[config.mk]
export PLATFORM = sky130hd
export DESIGN_NAME = uart_receiver
export DESIGN_NICKNAME = d
export VERILOG_FILES = /design/src/rtl/uart_receiver.sv
export SDC_FILE = /design/constraint.sdc
export NUM_CORES = 1
export LEC_CHECK = 0
export BUFFER_PORTS_ARGS = -buffer_cell sky130_fd_sc_hd__buf_4
export CAP_MARGIN = 20
export CORE_MARGIN = 3
export CORE_UTILIZATION = 30
export CTS_CLUSTER_SIZE = 8
export DETAILED_ROUTE_END_ITERATION = 10
export GPL_ROUTABILITY_DRIVEN = 0
export PLACE_DENSITY_LB_ADDON = 0.2
export SLEW_MARGIN = 20
export SYNTH_ARGS = -nofsm -noshare
export SYNTH_HDL_FRONTEND = slang
export SYNTH_SLANG_ARGS = --single-unit
[constraint.sdc]
create_clock -name clk -period 3.7 [get_ports clk]
set_input_delay 0.925 -clock clk [delete_from_list [all_inputs] [get_ports clk]]
set_output_delay 0.925 -clock clk [all_outputs]
set_load 0.01 [all_outputs]
[src/rtl/uart_receiver.sv]
// uart_receiver: 8N1 serial receiver with a two-flop input synchroniser.
// Samples the start bit at its midpoint and every data/stop bit at its
// midpoint after that. Emits a one-cycle data_valid strobe for a good
// frame and a one-cycle frame_error strobe when the stop bit reads low.
// After a framing error the receiver waits for the line to return high,
// so a held-low (break) line is not decoded as repeated 0x00 frames.
module uart_receiver #(
    parameter int CLKS_PER_BIT = 10417
) (
    input  logic       clk,
    input  logic       reset,
    input  logic       rx,
    output logic [7:0] data_out,
    output logic       data_valid,
    output logic       frame_error,
    output logic       busy
);

    typedef enum logic [2:0] {
        ST_IDLE       = 3'd0,
        ST_START      = 3'd1,
        ST_DATA       = 3'd2,
        ST_STOP       = 3'd3,
        ST_BREAK_WAIT = 3'd4
    } state_t;

    // Last count value of a full bit period and of a half bit period.
    localparam logic [15:0] FULL_LAST = 16'(CLKS_PER_BIT - 1);
    localparam logic [15:0] HALF_LAST = 16'((CLKS_PER_BIT / 2) - 1);

    logic       rx_ff1_q;
    logic       rx_ff2_q;
    state_t     state_q;
    state_t     state_d;
    logic [15:0] baud_cnt_q;
    logic [15:0] baud_cnt_d;
    logic [2:0] bit_idx_q;
    logic [2:0] bit_idx_d;
    logic [7:0] shift_q;
    logic [7:0] shift_d;
    logic [7:0] data_out_q;
    logic [7:0] data_out_d;
    logic       data_valid_q;
    logic       data_valid_d;
    logic       frame_error_q;
    logic       frame_error_d;
    logic       busy_q;
    logic       busy_d;
    logic       stop_sample_s;

    // The stop bit is judged at its midpoint.
    assign stop_sample_s = (state_q == ST_STOP) && (baud_cnt_q == FULL_LAST);

    // Two-flop synchroniser for the asynchronous rx pin, idle high.
    always_ff @(posedge clk) begin
        if (reset) begin
            rx_ff1_q <= 1'b1;
            rx_ff2_q <= 1'b1;
        end else begin
            rx_ff1_q <= rx;
            rx_ff2_q <= rx_ff1_q;
        end
    end

    // State, counters, datapath and output registers.
    always_ff @(posedge clk) begin
        if (reset) begin
            state_q       <= ST_IDLE;
            baud_cnt_q    <= 16'd0;
            bit_idx_q     <= 3'd0;
            shift_q       <= 8'h00;
            data_out_q    <= 8'h00;
            data_valid_q  <= 1'b0;
            frame_error_q <= 1'b0;
            busy_q        <= 1'b0;
        end else begin
            state_q       <= state_d;
            baud_cnt_q    <= baud_cnt_d;
            bit_idx_q     <= bit_idx_d;
            shift_q       <= shift_d;
            data_out_q    <= data_out_d;
            data_valid_q  <= data_valid_d;
            frame_error_q <= frame_error_d;
            busy_q        <= busy_d;
        end
    end

    // Next-state logic: counter clears on every state change.
    always_comb begin
        state_d    = state_q;
        baud_cnt_d = baud_cnt_q + 16'd1;
        bit_idx_d  = bit_idx_q;
        shift_d    = shift_q;
        case (state_q)
            ST_IDLE: begin
                baud_cnt_d = 16'd0;
                bit_idx_d  = 3'd0;
                if (!rx_ff2_q) begin
                    state_d = ST_START;
                end else begin
                    state_d = ST_IDLE;
                end
            end
            ST_START: begin
                if (baud_cnt_q == HALF_LAST) begin
                    baud_cnt_d = 16'd0;
                    bit_idx_d  = 3'd0;
                    // A line that is high again mid-start-bit was a glitch.
                    if (!rx_ff2_q) begin
                        state_d = ST_DATA;
                    end else begin
                        state_d = ST_IDLE;
                    end
                end else begin
                    state_d = ST_START;
                end
            end
            ST_DATA: begin
                if (baud_cnt_q == FULL_LAST) begin
                    baud_cnt_d         = 16'd0;
                    shift_d[bit_idx_q] = rx_ff2_q;
                    if (bit_idx_q == 3'd7) begin
                        state_d = ST_STOP;
                    end else begin
                        bit_idx_d = bit_idx_q + 3'd1;
                    end
                end else begin
                    state_d = ST_DATA;
                end
            end
            ST_STOP: begin
                if (baud_cnt_q == FULL_LAST) begin
                    baud_cnt_d = 16'd0;
                    // Re-arm at the stop midpoint so back-to-back frames are caught.
                    if (rx_ff2_q) begin
                        state_d = ST_IDLE;
                    end else begin
                        state_d = ST_BREAK_WAIT;
                    end
                end else begin
                    state_d = ST_STOP;
                end
            end
            ST_BREAK_WAIT: begin
                baud_cnt_d = 16'd0;
                if (rx_ff2_q) begin
                    state_d = ST_IDLE;
                end else begin
                    state_d = ST_BREAK_WAIT;
                end
            end
            default: begin
                state_d    = ST_IDLE;
                baud_cnt_d = 16'd0;
                bit_idx_d  = 3'd0;
            end
        endcase
    end

    // Output logic: strobes are generated from the stop-bit verdict only.
    always_comb begin
        data_out_d    = data_out_q;
        data_valid_d  = 1'b0;
        frame_error_d = 1'b0;
        busy_d        = (state_d != ST_IDLE);
        if (stop_sample_s) begin
            if (rx_ff2_q) begin
                data_out_d   = shift_q;
                data_valid_d = 1'b1;
            end else begin
                frame_error_d = 1'b1;
            end
        end else begin
            data_valid_d  = 1'b0;
            frame_error_d = 1'b0;
        end
    end

    assign data_out    = data_out_q;
    assign data_valid  = data_valid_q;
    assign frame_error = frame_error_q;
    assign busy        = busy_q;

endmodule

==> flow_metrics.env <==
export IMPL_diodes=0
export IMPL_root_buffer="clkbuf_8"
export IMPL_critPathMaxFanout=16
export IMPL_ir_worst_vdd_mv=0.194
export IMPL_worstSetupPathType="flop to flop"
export IMPL_cp_cell_sequence="ha_1 -> nor4b_1 -> nand4_1 -> a2bb2oi_2 -> or4_4 -> nor2_1"
export IMPL_postRouteAntennaNets=0
export IMPL_drt_first_pass_iters=4
export IMPL_cts_tree="done"
export IMPL_gr_total_overflow=0
export IMPL_holdWs_ns=0.413
export IMPL_hpwl_um=2450
export IMPL_clockBufferDepth=2
export IMPL_synth_edff_count=0
export IMPL_cp_start_kind="flop"
export IMPL_synthCells=212
export IMPL_fin_tns_setup_ns=0
export IMPL_postCtsHoldBufs=0
export IMPL_rr_worst_depth=6
export IMPL_syn_num_nets=219
export IMPL_final_cell_mix="dfxtp_1 (43), nor2_1 (26), buf_4 (13), mux2i_1 (11), nand2_1 (11)"
export IMPL_synth_flop_cell="dfxtp_1"
export IMPL_grt_pass1_wl_um=6290
export IMPL_grt_pass1_vias=1338
export IMPL_die_x_um=87.7
export IMPL_die_h_um=87.7
export IMPL_end_kind="flop"
export IMPL_clkTransAtPathRegs_ns=0.08
export IMPL_grt_max_degree=29
export IMPL_min_path_cells=1
export IMPL_max_stage_delay_ns=0.43
export IMPL_drt_vias_per_instance=4.76
export IMPL_post_cts_resized=0
export IMPL_hp_class="flop to flop"
export IMPL_drtIter0Drc=70
export IMPL_tightest_slew_ns=0.397
export IMPL_vias=1438
export IMPL_drive_gt1_frac=0.187
export IMPL_area_growth_pct=12.4
export IMPL_slew_headroom=0.735
export IMPL_hold_violations=0
export IMPL_postCtsSetupRepairBufs=0
export IMPL_row_count=29
export IMPL_min_from="rx_ff1_q"
export IMPL_wl_um=3600
export IMPL_yosys_area_share_simple=0.318
export IMPL_startpoint="baud_cnt_q[0]"
export IMPL_final_max_slew_viol_count=0
export IMPL_period_needed_ns=2.19
export IMPL_synth_mux_area_frac=0.0550
export IMPL_required_ns=3.87
export IMPL_synth_avg_cell_area_um2=9.44
export IMPL_synth_area_leaders="dfxtp_1 (43%), mux2i_1 (5.5%), nor2_1 (4.9%), nor2_4 (4.5%), xor2_1 (4.4%)"
export IMPL_boundaryPins=14
export IMPL_p_per_area_nw_per_um2=389
export IMPL_antenna_found_initial=0
export IMPL_synth_seq_cells=43
export IMPL_post_drt_wl_per_cell_um=11.9
export IMPL_drc=0
export IMPL_synth_top_family_by_area="simple AND/OR/NAND/NOR gates"
export IMPL_synth_top_area_frac=0.430
export IMPL_ys_warnings_count=0
export IMPL_grtUsageTotal=0.103
export IMPL_outcome="finished clean"
export IMPL_final_common_cell="dfxtp_1"
export IMPL_synth_cell_types=46
export IMPL_dieArea_um2=7690
export IMPL_p_leak_nw=0.877
export IMPL_synth_compound_area_share=0.0725
export IMPL_clock_latency_ns=0.30
export IMPL_critPathTopFamily="simple AND/OR/NAND/NOR gates"
export IMPL_core_area_um2=6420
export IMPL_cp_num_buf_inv=0
export IMPL_fin_crit_sh=0.591
export IMPL_ys_async_sr_fraction=0
export IMPL_rsz0062_at_grt="false"
export IMPL_max_freq_mhz=458
export IMPL_synth_fa_ha_area_frac=0.0250
export IMPL_slowest_stage="dfxtp_1"
export IMPL_r2r_start="baud_cnt_q[0]"
export IMPL_skew_ns=0.0101
export IMPL_synth_xor_area_share=0.0613
export IMPL_nets=231
export IMPL_total_power_mw=0.875
export IMPL_place_port_buffers=13
export IMPL_arrival_ns=2.36
export IMPL_yosysTopAreaCell="dfxtp_1"
export IMPL_cts_sinks=43
export IMPL_start_util=0.312
export IMPL_syn_cell_area_um2=2000
export IMPL_maxCapViolCount=0
export IMPL_htreeDepth=2
export IMPL_crit_cells=6
export IMPL_finalSetupViolCount=0
export IMPL_synth_seq_area_share=0.430
export IMPL_cts_buffers=5
[per-stage QoR]
step	instances	setup WS [ns]	cell area (um2)	utilization
6_report	302	1.51	2250	0.350
5_1_grt	302	1.32	2250	0.350
4_1_cts	302	1.50	2250	0.350
3_5_place_dp	294	1.54	2140	0.333
3_3_place_gp	294	1.58	2140	0.333
2_1_floorplan	212	1.66	2000	-
[synth_stat cells, types with 2 or more instances]
cell type and number:
nor3_1 6, or2_2 4, a41o_1 2, o21ai_0 5
xor2_1 10, ha_1 4, a21o_1 2, and3_1 4
or3_1 4, xnor2_1 4, nand2b_1 4, mux2i_1 11
inv_1 5, nor4b_1 2, and2_1 3, nor3b_1 2
nor2_1 26, nand2_1 11, nor2_2 3, clkbuf_1 4
nand4_1 7, nand3_1 9, nor2_4 8, dfxtp_1 43
a21oi_1 8
[final cells by class]
type / instances / area, um2
repair buffers: 13 / 97.6
inverters: 5 / 18.8
multi-input cells: 156 / 1060
flip-flops and latches: 43 / 861
clock buffers: 5 / 68.8
fillers: 670 / 4170
clock inverters: 3 / 43.8
well taps: 77 / 96.3
[sequential cells by signal, indices dropped and copies added, names as in the netlist]
signal and flops:
baud_cnt_q 16, data_out 8, shift_q 8, bit_idx_q 3, state_q 3, busy 1
data_valid 1, frame_error 1, rx_ff1_q 1, rx_ff2_q 1
[cells by family (layout without fill, tap and decap cells)]
group / after synthesis / count (layout)
AO/OA/AOI/OAI: 22 / 22
XOR/XNOR: 14 / 14
adder cells (fa/ha/maj): 4 / 4
buffers and inverters: 13 / 26
flip-flops: 43 / 43
multiplexers: 11 / 11
AND/OR/NAND/NOR: 105 / 105
[report_power, final]
part	total, mW	internal, mW	switching [mW]	leakage, nW
combinational	0.0328	0.0129	0.0200	0.472
clock	0.370	0.201	0.169	0.0581
sequential	0.472	0.467	0.00558	0.347
[final timing paths]
check | endpoint | slack, ns
setup / recovery | baud_cnt_q[11] | 1.51
hold / removal | rx_ff2_q | 0.41
setup reg to reg | baud_cnt_q[11] | 1.51
hold reg to reg | rx_ff2_q | 0.41
[metal layers]
metal | vias to the layer above | routed length (um) | GRT usage
li1 | 765 | - | -
met1 | 650 | 1900 | 0.136
met2 | 18 | 1540 | 0.158
met3 | 5 | 111 | 0.0339
met4 | 0 | 51 | 0.0335
met5 | - | 0 | 0
(Power assumes the default switching activity.)
